## src/rtl/seven_seg_pkg.sv

```systemverilog
// Shared types and constants for the seven-segment message scheduler.
// State encodings double as the display mode code.
package seven_seg_pkg;

    localparam int SUM_W   = 4;
    localparam int CANDY_W = 3;
    localparam int CODE_W  = 4;

    typedef enum logic [1:0] {
        LIVE = 2'b00,
        VEND = 2'b01,
        ERR  = 2'b10
    } state_t;

    localparam logic [1:0] MODE_LIVE = 2'b00;
    localparam logic [1:0] MODE_VEND = 2'b01;
    localparam logic [1:0] MODE_ERR  = 2'b10;

    function automatic logic [1:0] mode_of(input state_t s);
        case (s)
            VEND:    return MODE_VEND;
            ERR:     return MODE_ERR;
            default: return MODE_LIVE;
        endcase
    endfunction

endpackage

```

## src/rtl/seven_seg_tick_prescaler.sv

```systemverilog
// Free-running modulo-TICK_DIV counter producing a one-cycle tick enable.
// Also usable as the column-scan clock enable.
module seven_seg_tick_prescaler #(
    parameter int TICK_DIV = 50000
) (
    input  logic clk,
    input  logic reset,
    output logic tick
);

    localparam int CNT_W = (TICK_DIV > 2) ? $clog2(TICK_DIV) : 1;
    localparam logic [CNT_W-1:0] CNT_LAST = CNT_W'(TICK_DIV - 1);

    logic [CNT_W-1:0] tick_cnt;

    always_ff @(posedge clk) begin
        if (!reset)
            tick_cnt <= '0;
        else if (tick_cnt == CNT_LAST)
            tick_cnt <= '0;
        else
            tick_cnt <= tick_cnt + CNT_W'(1);
    end

    assign tick = (tick_cnt == CNT_LAST);

endmodule

```

## src/rtl/seven_seg_msg_sched.sv

```systemverilog
// Display ownership scheduler: live coin sum, held vend message, held error message.
// Optional ERR blink enabled by defining SEVEN_SEG_SCHED_BLINK_EN.
module seven_seg_msg_sched
    import seven_seg_pkg::*;
#(
    parameter int TICK_DIV    = 50000,
    parameter int HOLD_TICKS  = 1000,
    parameter int BLINK_TICKS = 250
) (
    input  logic               clk,
    input  logic               reset,
    input  logic               coin_upd,
    input  logic [SUM_W-1:0]   sum_in,
    input  logic               vend_req,
    input  logic [CANDY_W-1:0] candy_in,
    input  logic               err_req,
    input  logic [CODE_W-1:0]  err_code,
    output logic [SUM_W-1:0]   disp_sum,
    output logic [CANDY_W-1:0] disp_candy,
    output logic [1:0]         disp_mode,
    output logic               blank,
    output logic               busy
);

    generate
        if (TICK_DIV < 2) begin : g_bad_div
            $error("TICK_DIV must be >= 2");
        end
        if (HOLD_TICKS < 1) begin : g_bad_hold
            $error("HOLD_TICKS must be >= 1");
        end
        if (BLINK_TICKS < 1) begin : g_bad_blink
            $error("BLINK_TICKS must be >= 1");
        end
    endgenerate

    localparam int HOLD_W = (HOLD_TICKS > 2) ? $clog2(HOLD_TICKS) : 1;
    localparam logic [HOLD_W-1:0] HOLD_LAST = HOLD_W'(HOLD_TICKS - 1);

    logic tick;

    seven_seg_tick_prescaler #(.TICK_DIV(TICK_DIV)) u_prescaler (
        .clk   (clk),
        .reset (reset),
        .tick  (tick)
    );

    state_t             state, state_n;
    logic [SUM_W-1:0]   live_sum, live_sum_n;
    logic [CODE_W-1:0]  err_latch, err_latch_n;
    logic [CANDY_W-1:0] vend_latch, vend_latch_n;
    logic [CANDY_W-1:0] vend_latch_pend, vend_latch_pend_n;
    logic               vend_pend, vend_pend_n;
    logic [HOLD_W-1:0]  hold_cnt, hold_cnt_n;
    logic               restart, err_entry, expire, blank_n;

    always_comb begin
        state_n           = state;
        live_sum_n        = coin_upd ? sum_in : live_sum;
        err_latch_n       = err_latch;
        vend_latch_n      = vend_latch;
        vend_latch_pend_n = vend_latch_pend;
        vend_pend_n       = vend_pend;
        restart           = 1'b0;
        err_entry         = 1'b0;
        expire            = (state != LIVE) && tick && (hold_cnt == HOLD_LAST);

        if (err_req) begin
            // Error always wins; a coincident vend is parked, any current vend is dropped.
            state_n     = ERR;
            err_latch_n = err_code;
            restart     = 1'b1;
            err_entry   = 1'b1;
            if (vend_req) begin
                vend_pend_n       = 1'b1;
                vend_latch_pend_n = candy_in;
            end
        end else if (state == LIVE) begin
            if (vend_req) begin
                state_n      = VEND;
                vend_latch_n = candy_in;
                restart      = 1'b1;
            end
        end else if (expire) begin
            // A vend arriving on the expiry edge supersedes any older pending data.
            if (vend_req || vend_pend) begin
                state_n      = VEND;
                vend_latch_n = vend_req ? candy_in : vend_latch_pend;
                vend_pend_n  = 1'b0;
                restart      = 1'b1;
            end else begin
                state_n = LIVE;
            end
        end else if (vend_req) begin
            vend_pend_n       = 1'b1;
            vend_latch_pend_n = candy_in;
        end

        if (restart || expire)
            hold_cnt_n = '0;
        else if (tick && state != LIVE)
            hold_cnt_n = hold_cnt + HOLD_W'(1);
        else
            hold_cnt_n = hold_cnt;
    end

`ifdef SEVEN_SEG_SCHED_BLINK_EN
    localparam int BLINK_W = (BLINK_TICKS > 2) ? $clog2(BLINK_TICKS) : 1;
    localparam logic [BLINK_W-1:0] BLINK_LAST = BLINK_W'(BLINK_TICKS - 1);

    logic [BLINK_W-1:0] blink_cnt, blink_cnt_n;
    logic               blink_ph, blink_ph_n;

    always_comb begin
        blink_cnt_n = blink_cnt;
        blink_ph_n  = blink_ph;
        if (state_n != ERR || err_entry) begin
            blink_cnt_n = '0;
            blink_ph_n  = 1'b0;
        end else if (tick) begin
            if (blink_cnt == BLINK_LAST) begin
                blink_cnt_n = '0;
                blink_ph_n  = ~blink_ph;
            end else begin
                blink_cnt_n = blink_cnt + BLINK_W'(1);
            end
        end
        blank_n = blink_ph_n;
    end

    always_ff @(posedge clk) begin
        if (!reset) begin
            blink_cnt <= '0;
            blink_ph  <= 1'b0;
        end else begin
            blink_cnt <= blink_cnt_n;
            blink_ph  <= blink_ph_n;
        end
    end
`else
    assign blank_n = 1'b0;
`endif

    always_ff @(posedge clk) begin
        if (!reset) begin
            state           <= LIVE;
            live_sum        <= '0;
            err_latch       <= '0;
            vend_latch      <= '0;
            vend_latch_pend <= '0;
            vend_pend       <= 1'b0;
            hold_cnt        <= '0;
        end else begin
            state           <= state_n;
            live_sum        <= live_sum_n;
            err_latch       <= err_latch_n;
            vend_latch      <= vend_latch_n;
            vend_latch_pend <= vend_latch_pend_n;
            vend_pend       <= vend_pend_n;
            hold_cnt        <= hold_cnt_n;
        end
    end

    // Outputs decode the next state so they change on the same edge as the state.
    always_ff @(posedge clk) begin
        if (!reset) begin
            disp_sum   <= '0;
            disp_candy <= '0;
            disp_mode  <= MODE_LIVE;
            blank      <= 1'b0;
            busy       <= 1'b0;
        end else begin
            disp_sum   <= (state_n == ERR) ? err_latch_n : live_sum_n;
            disp_candy <= (state_n == VEND) ? vend_latch_n : '0;
            disp_mode  <= mode_of(state_n);
            blank      <= blank_n;
            busy       <= (state_n != LIVE);
        end
    end

endmodule
```

## config.mk

```make
export PLATFORM = sky130hd
export DESIGN_NAME = seven_seg_msg_sched
export DESIGN_NICKNAME = d
export VERILOG_FILES = /design/src/rtl/seven_seg_pkg.sv /design/src/rtl/seven_seg_tick_prescaler.sv /design/src/rtl/seven_seg_msg_sched.sv
export SDC_FILE = /design/constraint.sdc
export NUM_CORES = 1
export LEC_CHECK = 0
export ABC_AREA = 1
export ABC_CLOCK_PERIOD_IN_PS = 1800
export CORE_UTILIZATION = 50
export CTS_CLUSTER_SIZE = 8
export DETAILED_ROUTE_END_ITERATION = 8
export GPL_ROUTABILITY_DRIVEN = 0
export PLACE_DENSITY = 0.72
export SYNTH_ARGS = -nofsm -noshare
export SYNTH_HDL_FRONTEND = slang
export SYNTH_SLANG_ARGS = --single-unit
```

## constraint.sdc

```tcl
create_clock -name clk -period 1.8 [get_ports clk]
set_input_delay 0.36 -clock clk [delete_from_list [all_inputs] [get_ports clk]]
set_output_delay 0.36 -clock clk [all_outputs]
set_load 0.1 [all_outputs]
```

==> run metrics, run 1 <==
vias in the first global route=around 2100; CTS tree=done; Clock H-tree levels=2; Layout Nets=approximately 420; wirelength, routed=5053 µm; first-pass GRT wire length=roughly 8600 µm; DRT antenna net count=0; Hold WS=483.5 ps; initial drt markers=~110; # DRC=0; clk slew on worst S/H paths=around 100 ps; Layout area overhead=24.61%; R2R cell count=9; Post-synth ARST share=0%; fill count=about 440; RSZ-0062 raised after global routing=false; leak pwr=roughly 1.4 nW; HPWL Detailed=about 3800 µm; status=finished, final reports clean; Inserted Clock Buffers=5; count leader, synth=nand2_1; Setup Skew=roughly 6.2 ps; layout cells sized above 1=between 10% and 20%; clock sink count=between 50 and 60; Power Density=just under 800 mW/mm²; CTS Hold Bufs=0; die height=73.80 µm; final std cells w/o fill=approximately 470; max incr delay on CP=approximately 350 ps; Synth area leader=dfxtp_1; syn_nets=381; Die Wd=approximately 74 µm; HP Class=flip-flop to flip-flop; dpl cells=~460; FP Rows=25; CP max FO=4; prevailing post-synth register cell=dfxtp_1; Setup Viol. Count Final=0; VDD IR max=between 0.8 and 0.9 mV; setup TNS=0 ps; Tot GR Track Use=about a fifth; WL/cell=~11 µm; area post-placement=around 0.0031 mm²; share of the synthesized area in the top cell type=41.17%; fmax=between 600 and 700 MHz; largest net degree at the start of global routing=17; first drt pass iteration count=4; worst path cell trace=ha_1, nand2_2, nor2_4, nand2_2, nor2_4, nand3_4, nand2_2, nand4_1, a21oi_1; min-delay src=vend_pend; Distinct cells, synth=39; IO Port Bufs=25; number of enable flip-flop cells after synthesis=0; total power=2.482 mW; die area=roughly 0.0054 mm²; final worst-path setup slack=roughly 140 ps; antenna violations before repair=0; syn_area_per_cell=about 7.1 µm²; starting density of the core=~53%; n_diodes=0; core area=0.004848 mm²; Area contributors post-synth=dfxtp_1, nand2_1, inv_1, nor2_1, a21oi_1; Slowest-stage cell, CP=dfxtp_1; Fin. Hold Viols=0; total vias in the final route=2296; flop and latch count out of synthesis=53; Slew Viols, Final=0; DR vias/cell=4.854; most used cell, CP=nand2_2; io pins=27; final core utilization=between 60% and 70%; Worst-Skew Late Latency=between 300 and 400 ps; maximum capacitance violations=0; YS warnings=0; CP endpoint kind=flip-flop; Tcrit/Tclk final=between 90% and 100%; WS Path Type=flip-flop to flip-flop; CTS Buffer Depth=2; Reg2Reg Launch Point=u_prescaler.tick_cnt[0]; Synth Instances=between 300 and 400; worst path required time=2040 ps; WHS Path Cells=2; pre-CTS setup slack=-26.49 ps; CP startpoint kind=flip-flop; Clock Root Buffer=clkbuf_8; gr ovfl total=0; design area=roughly 0.0032 mm²; synthesized area=0.002577 mm²; Tmin final=1659 ps; top cells by count, synth=nand2_1, dfxtp_1, inv_1, nor2_1, a21oi_1; crit path from=u_prescaler.tick_cnt[0]; Data arrival, critical path=about 1900 ps; post-synthesis sequential area ratio=about two fifths
[worst max-delay path, delay by kind of cell, from the launching register on]
family,cells,cell delay (ps)
compound gates,1,190
flops,1,350
fa+ha+maj,1,180
simple gates,7,850
[cell usage in the layout (no fill, tap or decap), types with 6 or more instances in the layout]
master,instances
nand2_2,8
clkdlybuf4s50_1,15
buf_12,10
nand2_1,101
inv_1,47
o21ai_0,16
nor2_1,29
xor2_1,6
nor3_1,9
nand4_1,8
nand3_1,16
buf_4,17
dfxtp_1,53
a21oi_1,18
[state kept, by name, summed over array words and instances, names as in the netlist]
signal / cells
busy: 1
u_prescaler.tick_cnt: 16
disp_mode: 2
err_latch: 4
hold_cnt: 10
disp_candy: 3
vend_latch: 3
vend_pend: 1
live_sum: 4
state: 2
disp_sum: 4
vend_latch_pend: 3
[power breakdown]
group	switching, mW	internal, mW	total (mW)
Clock	0.391	0.418	0.809
Sequential	0.0287	1.22	1.25
Combinational	0.262	0.163	0.425
Total	0.682	1.80	2.48
[final timing paths]
check                        to  slack [ps]
setup reg to reg  disp_candy[1]         140
setup / recovery  disp_candy[1]         140
hold reg to reg       vend_pend         480
hold / removal        vend_pend         480
[timing repair]
action                     4_1_cts  5_1_grt
buffers inserted                 0        1
setup endpoints to repair        0       17
resized for setup                0        3
[routing by layer]
metal	up-vias	track usage (%)	wire length, µm
met3	4	4.115	161
li1	1230	-	-
met4	0	4.915	34
met1	1028	25.04	2406
met5	-	0	0
met2	34	35.88	2451
[cells by family (layout without fill, tap and decap cells)]
| group | count (synthesis) | in the layout | synth area share [%] |
|---|---|---|---|
| muxes | 4 | 4 | 1.553 |
| DFF | 53 | 53 | 41.17 |
| and+or+nand+nor | 195 | 195 | 35.68 |
| AOI/OAI and AO/OA | 41 | 41 | 8.447 |
| xor gates and xnor gates | 7 | 7 | 2.379 |
| adders and majority gates | 2 | 2 | 0.9707 |
| buffers and inverters | 60 | 103 | 9.660 |
| other | 1 | 1 | 0.1455 |
[final cells by class]
class	instances	area [µm²]	area share, %
multi-input cells	250	1279	39.81
flip-flops and latches	53	1061	33.03
repair buffers	42	478.0	14.88
inverters	53	198.9	6.194
well taps	67	83.83	2.610
clock buffers	6	72.57	2.259
clock inverters	2	38.79	1.208
Note: power is estimated with default switching activity, not from simulation.
==> run 2: changes to the inputs <==
Settings changed: ABC_CLOCK_PERIOD_IN_PS 1800 to not set, CELL_PAD_IN_SITES_DETAIL_PLACEMENT set to 1, CELL_PAD_IN_SITES_GLOBAL_PLACEMENT set to 1, CORE_UTILIZATION 50 to 40, PLACE_DENSITY 0.72 to not set, PLACE_DENSITY_LB_ADDON set to 0.1, SLEW_MARGIN set to 20.
==> run metrics, run 2 (synthesis results as in run 1) <==
most used cell, CP=nand2_4; fill count=around 790; first drt pass iteration count=4; vias in the first global route=2330; Fin. Hold Viols=0; io pins=27; Setup Viol. Count Final=0; area of the multi-input gates=0.001341 mm²; CP endpoint kind=flip-flop; DRT antenna net count=0; Power Density=733.4 mW/mm²; IO Port Bufs=25; Largest regs=u_prescaler.tick_cnt (16), hold_cnt (10); Worst-Skew Late Latency=310 ps; WL/cell=between 10 and 15 µm; n_diodes=0; VDD IR max=0.4738 mV; final core utilization=between 50% and 60%; Hold WS=about 470 ps; Slowest-stage cell, CP=dfxtp_2; HPWL Detailed=roughly 5000 µm; worst path required time=2020 ps; max incr delay on CP=between 300 and 400 ps; antenna violations before repair=0; Clock Root Buffer=clkbuf_8; leak pwr=1.509 nW; CTS tree=done; fmax=597.9 MHz; Layout area overhead=28.69%; # DRC=0; Slew Viols, Final=0; Die Wd=82.27 µm; gr ovfl total=0; Register Area=0.001064 mm²; die height=82.27 µm; layout cells sized above 1=19.22%; HP Class=flip-flop to flip-flop; CP max FO=6; CP startpoint kind=flip-flop; Data arrival, critical path=about 1900 ps; clock sink count=between 50 and 60; CTS Buffer Depth=2; die area=around 0.0068 mm²; most frequent cells in the layout=nand2_1, dfxtp_1, inv_1, nor2_1, buf_4; FP Rows=28; Tcrit/Tclk final=~93%; worst path cell trace=ha_4, nand2_2, nor2_4, nand2_4, nor2_4, nand3_4, nand2_4, nand3_4, nand2_4, nand3_1, nand2_1, inv_1; most common cell after layout, fill and taps aside=nand2_1; number of flip-flops in the largest register=16; Tmin final=roughly 1700 ps; R2R Setup Slk=between 100 and 150 ps; Layout Nets=around 430; initial drt markers=48; core area=0.006061 mm²; wirelength, routed=~6400 µm; maximum capacitance violations=0; first-pass GRT wire length=around 10000 µm; total vias in the final route=2392; WS Path Type=flip-flop to flip-flop; Tot GR Track Use=about a fifth; status=finished, final reports clean; largest net degree at the start of global routing=16; Setup Skew=slightly below 7 ps; Largest Register=u_prescaler.tick_cnt; DR vias/cell=between 4 and 5; CTS Hold Bufs=0; clk slew on worst S/H paths=approximately 100 ps; starting density of the core=a little over two fifths; Inserted Clock Buffers=5; Clock H-tree levels=2
-- run 2: timing repair --
action | CTS | global route
resized for setup | 0 | 22
setup endpoints to repair | 0 | 35
setup buffers | 0 | 6
-- run 2: worst paths after layout --
check | startpoint | endpoint | cells after the start
setup / recovery | u_prescaler.tick_cnt[0] | disp_sum[0] | 12
hold / removal | vend_pend | vend_pend | 2
setup reg to reg | u_prescaler.tick_cnt[0] | disp_sum[0] | 12
hold reg to reg | vend_pend | vend_pend | 2
-- run 2: per-stage QoR --
stage / instance area (µm²) / setup slack (ps) / TNS (ps) / total power [mW] / cells
finish: 3317 / 127.3 / 0 / 2.433 / 486
detailed placement: 3092 / 25.62 / 0 / 1.712 / 472
global route: 3317 / -26.41 / -26.41 / 2.556 / 486
global placement: 3092 / 47.02 / 0 / 1.703 / 472
CTS: 3193 / 32.56 / 0 / 2.456 / 480
floorplan: 2577 / 263.4 / 0 / 1.541 / 363
-- run 2: power breakdown --
part	switching, mW	internal (mW)	leakage [nW]
Clock	0.388	0.349	0.0542
Combinational	0.274	0.169	1.02
Sequential	0.0325	1.22	0.433
-- run 2: layout make-up --
class	count	area share [%]
Tap cell	75	2.829
Sequential cell	53	32.06
Multi-Input combinational cell	250	40.44
Timing Repair Buffer	47	15.54
Inverter	53	6.073
Clock buffer	7	2.905
Clock inverter	1	0.1509
-- run 2: worst max-delay path: cells and delay by family (launching register included) --
| family | cells | cell delay, ps |
|---|---|---|
| flip-flops | 1 | 360 |
| buffers and inverters | 1 | 30 |
| AND/OR/NAND/NOR | 10 | 1050 |
| adder cells (fa/ha/maj) | 1 | 140 |
-- run 2: per-layer routing --
metal  up-vias  wire, µm  global-route usage, %
met2        28      3270                  35.21
met3         8       145                  3.846
met5         -         0                      0
li1       1236         -                      -
met4         0        89                  6.667
met1      1120      2924                  25.79
